**config.mk**
```make
export PLATFORM = sky130hd
export DESIGN_NAME = conv_window_gen
export DESIGN_NICKNAME = d
export VERILOG_FILES = /design/src/rtl/conv_window_gen.sv
export SDC_FILE = /design/constraint.sdc
export NUM_CORES = 2
export LEC_CHECK = 0
export CAP_MARGIN = 20
export CELL_PAD_IN_SITES_DETAIL_PLACEMENT = 1
export CELL_PAD_IN_SITES_GLOBAL_PLACEMENT = 2
export CORE_MARGIN = 4
export CORE_UTILIZATION = 37
export DETAILED_ROUTE_END_ITERATION = 10
export PLACE_DENSITY = 0.74
export SLEW_MARGIN = 20
export SYNTH_ARGS = -nofsm -noshare
export SYNTH_HDL_FRONTEND = slang
export SYNTH_SLANG_ARGS = --single-unit
```
**constraint.sdc**
```tcl
create_clock -name clk_i -period 10.2 [get_ports clk_i]
set_clock_uncertainty 0.15 [all_clocks]
set_input_delay 1.02 -clock clk_i [delete_from_list [all_inputs] [get_ports clk_i]]
set_output_delay 1.02 -clock clk_i [all_outputs]
set_load 0.1 [all_outputs]
```
**src/rtl/conv_window_gen.sv**
```systemverilog
`default_nettype none
// ============================================================================
// conv_window_gen : streaming KxK sliding-window generator (raster in, window out)
// Optional: define CONV_WIN_LAST_EN to build the win_last_o end-of-frame flag.
// Revision: 1.0
// ============================================================================
module conv_window_gen #(
  parameter int K     = 9,
  parameter int PIX_W = 16,
  parameter int IMG_W = 16,
  parameter int IMG_H = 16
) (
  input  logic                          clk_i,
  input  logic                          rst_ni,
  input  logic                          clear_i,
  input  logic [PIX_W-1:0]              pix_i,
  input  logic                          pix_valid_i,
  output logic                          pix_ready_o,
  output logic [K*K-1:0][PIX_W-1:0]     win_o,
  output logic                          win_valid_o,
  input  logic                          win_ready_i
`ifdef CONV_WIN_LAST_EN
  ,
  output logic                          win_last_o
`endif
);

  localparam int COL_W = (IMG_W > 1) ? $clog2(IMG_W) : 1;
  localparam int ROW_W = (IMG_H > 1) ? $clog2(IMG_H) : 1;
  localparam logic [COL_W-1:0] C_COL_MAX   = COL_W'(IMG_W - 1);
  localparam logic [ROW_W-1:0] C_ROW_MAX   = ROW_W'(IMG_H - 1);
  localparam logic [COL_W-1:0] C_COL_FIRST = COL_W'(K - 1);
  localparam logic [ROW_W-1:0] C_ROW_FIRST = ROW_W'(K - 1);
  localparam logic [COL_W-1:0] C_COL_ONE   = COL_W'(1);
  localparam logic [ROW_W-1:0] C_ROW_ONE   = ROW_W'(1);

  logic [COL_W-1:0]              r_col;
  logic [ROW_W-1:0]              r_row;
  logic                          r_win_valid;
  logic [K*K-1:0][PIX_W-1:0]     r_win;
  // Index 0 is the newest line (row-1), index K-2 the oldest (row-K+1).
  logic [PIX_W-1:0]              r_lb [K-1][IMG_W];
  logic [K-1:0][PIX_W-1:0]       w_col;
  logic                          w_accept;
  logic                          w_emit;
  logic                          w_col_end;
  logic                          w_row_end;

  assign pix_ready_o = !r_win_valid || win_ready_i;
  assign w_accept    = pix_valid_i && pix_ready_o && !clear_i;
  assign w_col_end   = (r_col == C_COL_MAX);
  assign w_row_end   = (r_row == C_ROW_MAX);
  assign w_emit      = (r_row >= C_ROW_FIRST) && (r_col >= C_COL_FIRST);

  assign win_o       = r_win;
  assign win_valid_o = r_win_valid;

  always_comb begin
    w_col = '0;
    for (int r = 0; r < K - 1; r++) begin
      w_col[r] = r_lb[K-2-r][r_col];
    end
    w_col[K-1] = pix_i;
  end

  always_ff @(posedge clk_i or negedge rst_ni) begin
    if (!rst_ni) begin
      r_col       <= '0;
      r_row       <= '0;
      r_win_valid <= 1'b0;
    end else if (clear_i) begin
      r_col       <= '0;
      r_row       <= '0;
      r_win_valid <= 1'b0;
    end else if (w_accept) begin
      r_win_valid <= w_emit;
      if (w_col_end) begin
        r_col <= '0;
        r_row <= w_row_end ? '0 : r_row + C_ROW_ONE;
      end else begin
        r_col <= r_col + C_COL_ONE;
      end
    end else if (win_ready_i) begin
      r_win_valid <= 1'b0;
    end
  end

  // Window only moves on accept, so it is frozen whenever pix_ready_o is low.
  always_ff @(posedge clk_i or negedge rst_ni) begin
    if (!rst_ni) begin
      r_win <= '0;
    end else if (w_accept) begin
      for (int r = 0; r < K; r++) begin
        for (int c = 0; c < K - 1; c++) begin
          r_win[r*K+c] <= r_win[r*K+c+1];
        end
        r_win[r*K+K-1] <= w_col[r];
      end
    end
  end

  // Line buffers are deliberately unreset; no window is emitted before K rows refill them.
  always_ff @(posedge clk_i) begin
    if (w_accept) begin
      r_lb[0][r_col] <= pix_i;
      for (int i = 1; i < K - 1; i++) begin
        r_lb[i][r_col] <= r_lb[i-1][r_col];
      end
    end
  end

`ifdef CONV_WIN_LAST_EN
  logic r_win_last;

  always_ff @(posedge clk_i or negedge rst_ni) begin
    if (!rst_ni) begin
      r_win_last <= 1'b0;
    end else if (clear_i) begin
      r_win_last <= 1'b0;
    end else if (w_accept) begin
      r_win_last <= w_emit && w_col_end && w_row_end;
    end else if (win_ready_i) begin
      r_win_last <= 1'b0;
    end
  end

  assign win_last_o = r_win_last;
`endif

endmodule
`default_nettype wire

```
-- Yosys cells after proc, flatten, opt, wreduce, memory -nomap -nowiden
Memory sizes are Yosys's and may differ from the RTL's.
Cells that the tools add are included.
- input bits: 21
- bits in registers: 1305
- memory bits (writable): 2048
- memories: 1
- logic and storage cells: 143
- latch bits: 0
- memory bits (read-only): 0
- divide/modulo/power cells: 0
- magnitude comparators: 4
- bitwise logic cells: 1
- mux-type cells: 38
- reductions and logical operators: 11
- $mul: 0
- equal/unequal tests: 2
- add/sub/neg operators: 2
- shift-type cells: 0
- memories (memory ; words ; width ; read ports ; clocked after memory_dff ; wr ports ; RTL line ; source):
    r_lb ; 8 ; 256 ; 8 ; 0 ; 8 ; 42 ; logic [PIX_W-1:0] r_lb [K-1][IMG_W];
- operators by type and width (cell ; number):
    binary-select mux 16 bit (select 4 bit) ; 8
    2-to-1 mux 16 bit ; 17
    2-to-1 mux 256 bit ; 1
    demux 16 bit (select 4 bit) ; 1
    2-to-1 mux 4 bit ; 7
    adder 4 x 1 -> 4 bit, second input constant ; 2
    equality test 4 bit, second input constant ; 2
    >= comparator 4 bit, second input constant ; 2
    >= comparator 5 bit, second input constant ; 1
    less-than comparator 5 x 1 -> 1 bit, second input constant ; 1
    NOT 4 -> 5 bit ; 1
    logical AND 1 bit ; 4
    2-to-1 mux 1 bit ; 4
    nonzero test 2 bit ; 2
    nonzero test 3 bit ; 1
    logical NOT 1 bit ; 2
    AND reduction 2 bit ; 1
    logical OR 1 bit ; 1

-- Longest topological paths before layout
- word-level depth: 6
- mapped depth: 8
- depth with buffers taken out: 5

-- Worst setup path after synthesis
No wires, ideal clock.
- path type: input to register
- from: input pix_valid_i
- to: memory r_lb[0][1000] (netlist name) (enable)
- setup time: 0.772 ns
- arrival time: 10.605 ns
- path slack: -1.327 ns
- stages: 7
- cells stage by stage: buf_2 -> nand2b_1 -> nor2_1 -> buf_2 -> buf_2 -> nand2_1 -> nor3_1
- RTL lines (item ; RTL line ; source):
    from (decl) ; 17 ; input logic pix_valid_i,
    to (decl) ; 42 ;

-- Final worst setup path
- from: input clear_i
- to: register r_win, in the netlist win_o[747]
- word-level cells in the longest chain between the ends: 2
- ends and longest elaborated chain (item ; RTL line ; source):
    from (decl) ; 15 ; input logic clear_i,
    logical NOT 1 bit ; 50 ; assign w_accept = pix_valid_i && pix_ready_o && !clear_i;
    logical AND 1 bit ; 50 ;
    to (signal, indexed assignment) ; 95 ; r_win[r*K+c] <= r_win[r*K+c+1];
    to (signal, indexed assignment) ; 97 ; r_win[r*K+K-1] <= w_col[r];
    to (decl) ; 40 ; logic [K*K-1:0][PIX_W-1:0] r_win;
No other way between the ends.
A chain may end at the register's enable or synchronous reset.

==> results.cfg <==
[clock_tree]
cts_tree = built
clkTransAtPathRegs_ns = 0.06
holdBufCountCts = 1
cts_setup_buffers = 0
cts_resized = 0
clkLatencyLatePin_ns = 0.95
root_buffer = clkbuf_16
htree_levels = 5
clockBufferDepth = 4
cts_buffers = 369
cts.sinks = 3353

[logic_synthesis]
avgSynthCellArea_um2 = 14.86
muxShareOfSynthArea_pct = 11.86
yosys.area_share.xor_xnor_pct = 0.02069
synthAdderAreaFrac_pct = 0.05912
syn-cell-area_mm2 = 0.1270
syn-num-nets = 8572
synth_top_area_share_pct = 48.43
synth_commonest_cells = 3638 x nand2_1, 2048 x edfxtp_1, 1305 x dfrtp_1
yosysSeqAreaShare_pct = 74.15
synthCells = 8545
yosys.area_share.simple_pct = 10.96
synthTopCellsByArea = edfxtp_1 48%, dfrtp_1 26%, nand2_1 11%, mux4_2 9.0%, mux2i_1 2.8%
post-synth-top-count-cell = nand2_1
synth.largest_area_cell = edfxtp_1
synth_ff_type = edfxtp_1
synth.distinct_cells = 38
synth_compound_area_share_pct = 1.015
async_flop_share_pct = 38.92
synth_warnings = 0
synth-edff-count = 2048
synth_top_family_by_area = multiplexers
synth-seq-cells = 3353

[sta]
final_hold_viol_count = 0
min_period_ns = 5.122
rsz0062_at_grt = false
finalSetupViolCount = 0
worst_slew_pin_slew_ns = 1.180
drv_slew = 0
maxSlewHeadroom_pct = 21.05
period_share_pct = 50.22
timing.fmax_mhz = 195.2
tns_ns = 0

[final_layout]
syn_to_final_growth_pct = 24.47
layout-drive-gt1-share_pct = 13.44
nets = 9952
final_core_util_pct = 46.37

[detailed_routing]
totalWireLength_mm = 404.4
avgViaCountPerCell = 5.131
first_pass_iters = 5
drt_iter0_drc = 6192
ant_nets = 0
vias = 75822
wl_per_cell_um = 27.37
drc = 0

[global_routing]
grt_start_max_net_pins = 195
grt_pass1_wl_mm = 589.5
overflow = 0
antenna_found_initial = 8
grt_pass1_vias = 81163
track_usage_pct = 22.46

[power_and_ir_drop]
power.leakage_nw = 62.59
peakVddDrop_mv = 0.1382
powerDensity_mw_per_mm2 = 271.9

[placement]
port_buffers = 1318
globalplace.congestion = 0.8361
dpl.hpwl_mm = 248.5

[floorplanning]
num_io_pins = 1319
die_y_um = 593.8
design.core.area_mm2 = 0.3409
die_width_um = 593.8
initial_utilization_pct = 37.26
rows = 214
fp.dieArea_mm2 = 0.3526

[critical_path]
arrival_ns = 5.83
critPathKind = input port to register
cp-start-kind = input port
end_kind = register
critPathMaxFanout = 185
required_ns = 10.91

[run]
max_cap_violations = 0

[min_path]
min_path_type = register to register

[outcome]
status = finished clean
-- final timing paths --
check,from,end,slack (ns),depth (start not counted)
setup / recovery,clear_i,win_o[747]$_DFFE_PN0P_,5.08,9
hold / removal,win_o[1263]$_DFFE_PN0P_,win_o[1247]$_DFFE_PN0P_,0.30,2
setup reg to reg,r_col[1]$_DFFE_PN0P_,r_lb[0][793]$_DFFE_PP_,5.53,6
hold reg to reg,win_o[1263]$_DFFE_PN0P_,win_o[1247]$_DFFE_PN0P_,0.30,2
max in group asynchronous,rst_ni,win_o[1295]$_DFFE_PN0P_,7.11,4
min in group asynchronous,rst_ni,win_o[186]$_DFFE_PN0P_,0.52,2
-- cells by family (layout without fill, tap and decap cells) --
family / after synthesis / count (layout)
other: 0 / 1
buffers and inverters: 468 / 2164
muxes: 870 / 870
and+or+nand+nor: 3690 / 3690
DFF: 3353 / 3353
AOI/OAI and AO/OA: 155 / 155
xor gates and xnor gates: 3 / 3
adders and majority gates: 6 / 6
-- power breakdown --
group / switching [W] / leakage (nW) / internal, W
clock network: 0.00564 / 6.19 / 0.00822
logic: 0.00990 / 20.8 / 0.00239
registers: 0.00117 / 35.6 / 0.0157
total: 0.0167 / 62.6 / 0.0263
-- worst max-delay path, stage by stage --
cell and delay (ns):
clkdlybuf4s50_1 0.62, nand2b_1 0.39, nor2_4 0.19, buf_4 0.76
buf_4 0.79, buf_12 0.60, buf_4 0.77, nand2_1 0.14
nand2_1 0.09
-- state kept, by name, summed over array words and instances (netlist names) --
signal       cells
win_valid_o      1
r_col            4
r_lb          2048
win_o         1296
r_row            4
-- final cells by class --
class | instances | area (µm²)
diodes | 1 | 2.502
clock buffers | 509 | 10380
clock inverters | 178 | 2213
fillers | 33694 | 182800
inverters | 6 | 37.54
multi-input cells | 4724 | 30880
flip-flops and latches | 3353 | 94170
well taps | 4536 | 5675
repair buffers | 1471 | 14710
-- metal layers --
metal / vias up / share of wire (%) / global-route usage, %
met5: - / 0 / 0
met4: 0 / 3.0 / 6.310
met3: 558 / 5.7 / 4.347
met2: 2232 / 51 / 39.37
met1: 40099 / 40 / 28.36
li1: 32933 / - / -
-- through the flow --
step / power (W) / cells / hold WS [ns] / setup WS (ns) / cell area (µm²)
2_1_floorplan: 0.02565 / 8545 / 0.3542 / 2.111 / 127000
3_3_place_gp: 0.02935 / 14082 / 0.3062 / 4.400 / 145100
3_5_place_dp: 0.02949 / 14084 / 0.3137 / 4.235 / 145200
4_1_cts: 0.04347 / 14772 / 0.3110 / 5.257 / 157800
5_1_grt: 0.04447 / 14778 / 0.3379 / 4.887 / 158100
6_report: 0.04298 / 14778 / 0.3024 / 5.078 / 158100
-- cells in the final DEF, fill, tap and decap left out, types with 78 or more instances in the layout --
cell type / instances
nand2_1: 3635
clkinv_2: 80
o221ai_1: 112
mux4_2: 508
clkbuf_1: 86
edfxtp_1: 2048
dfrtp_1: 1302
clkdlybuf4s50_1: 1291
buf_4: 141
mux2i_2: 78
clkbuf_16: 376
mux2i_1: 281
(Power assumes the default switching activity.)
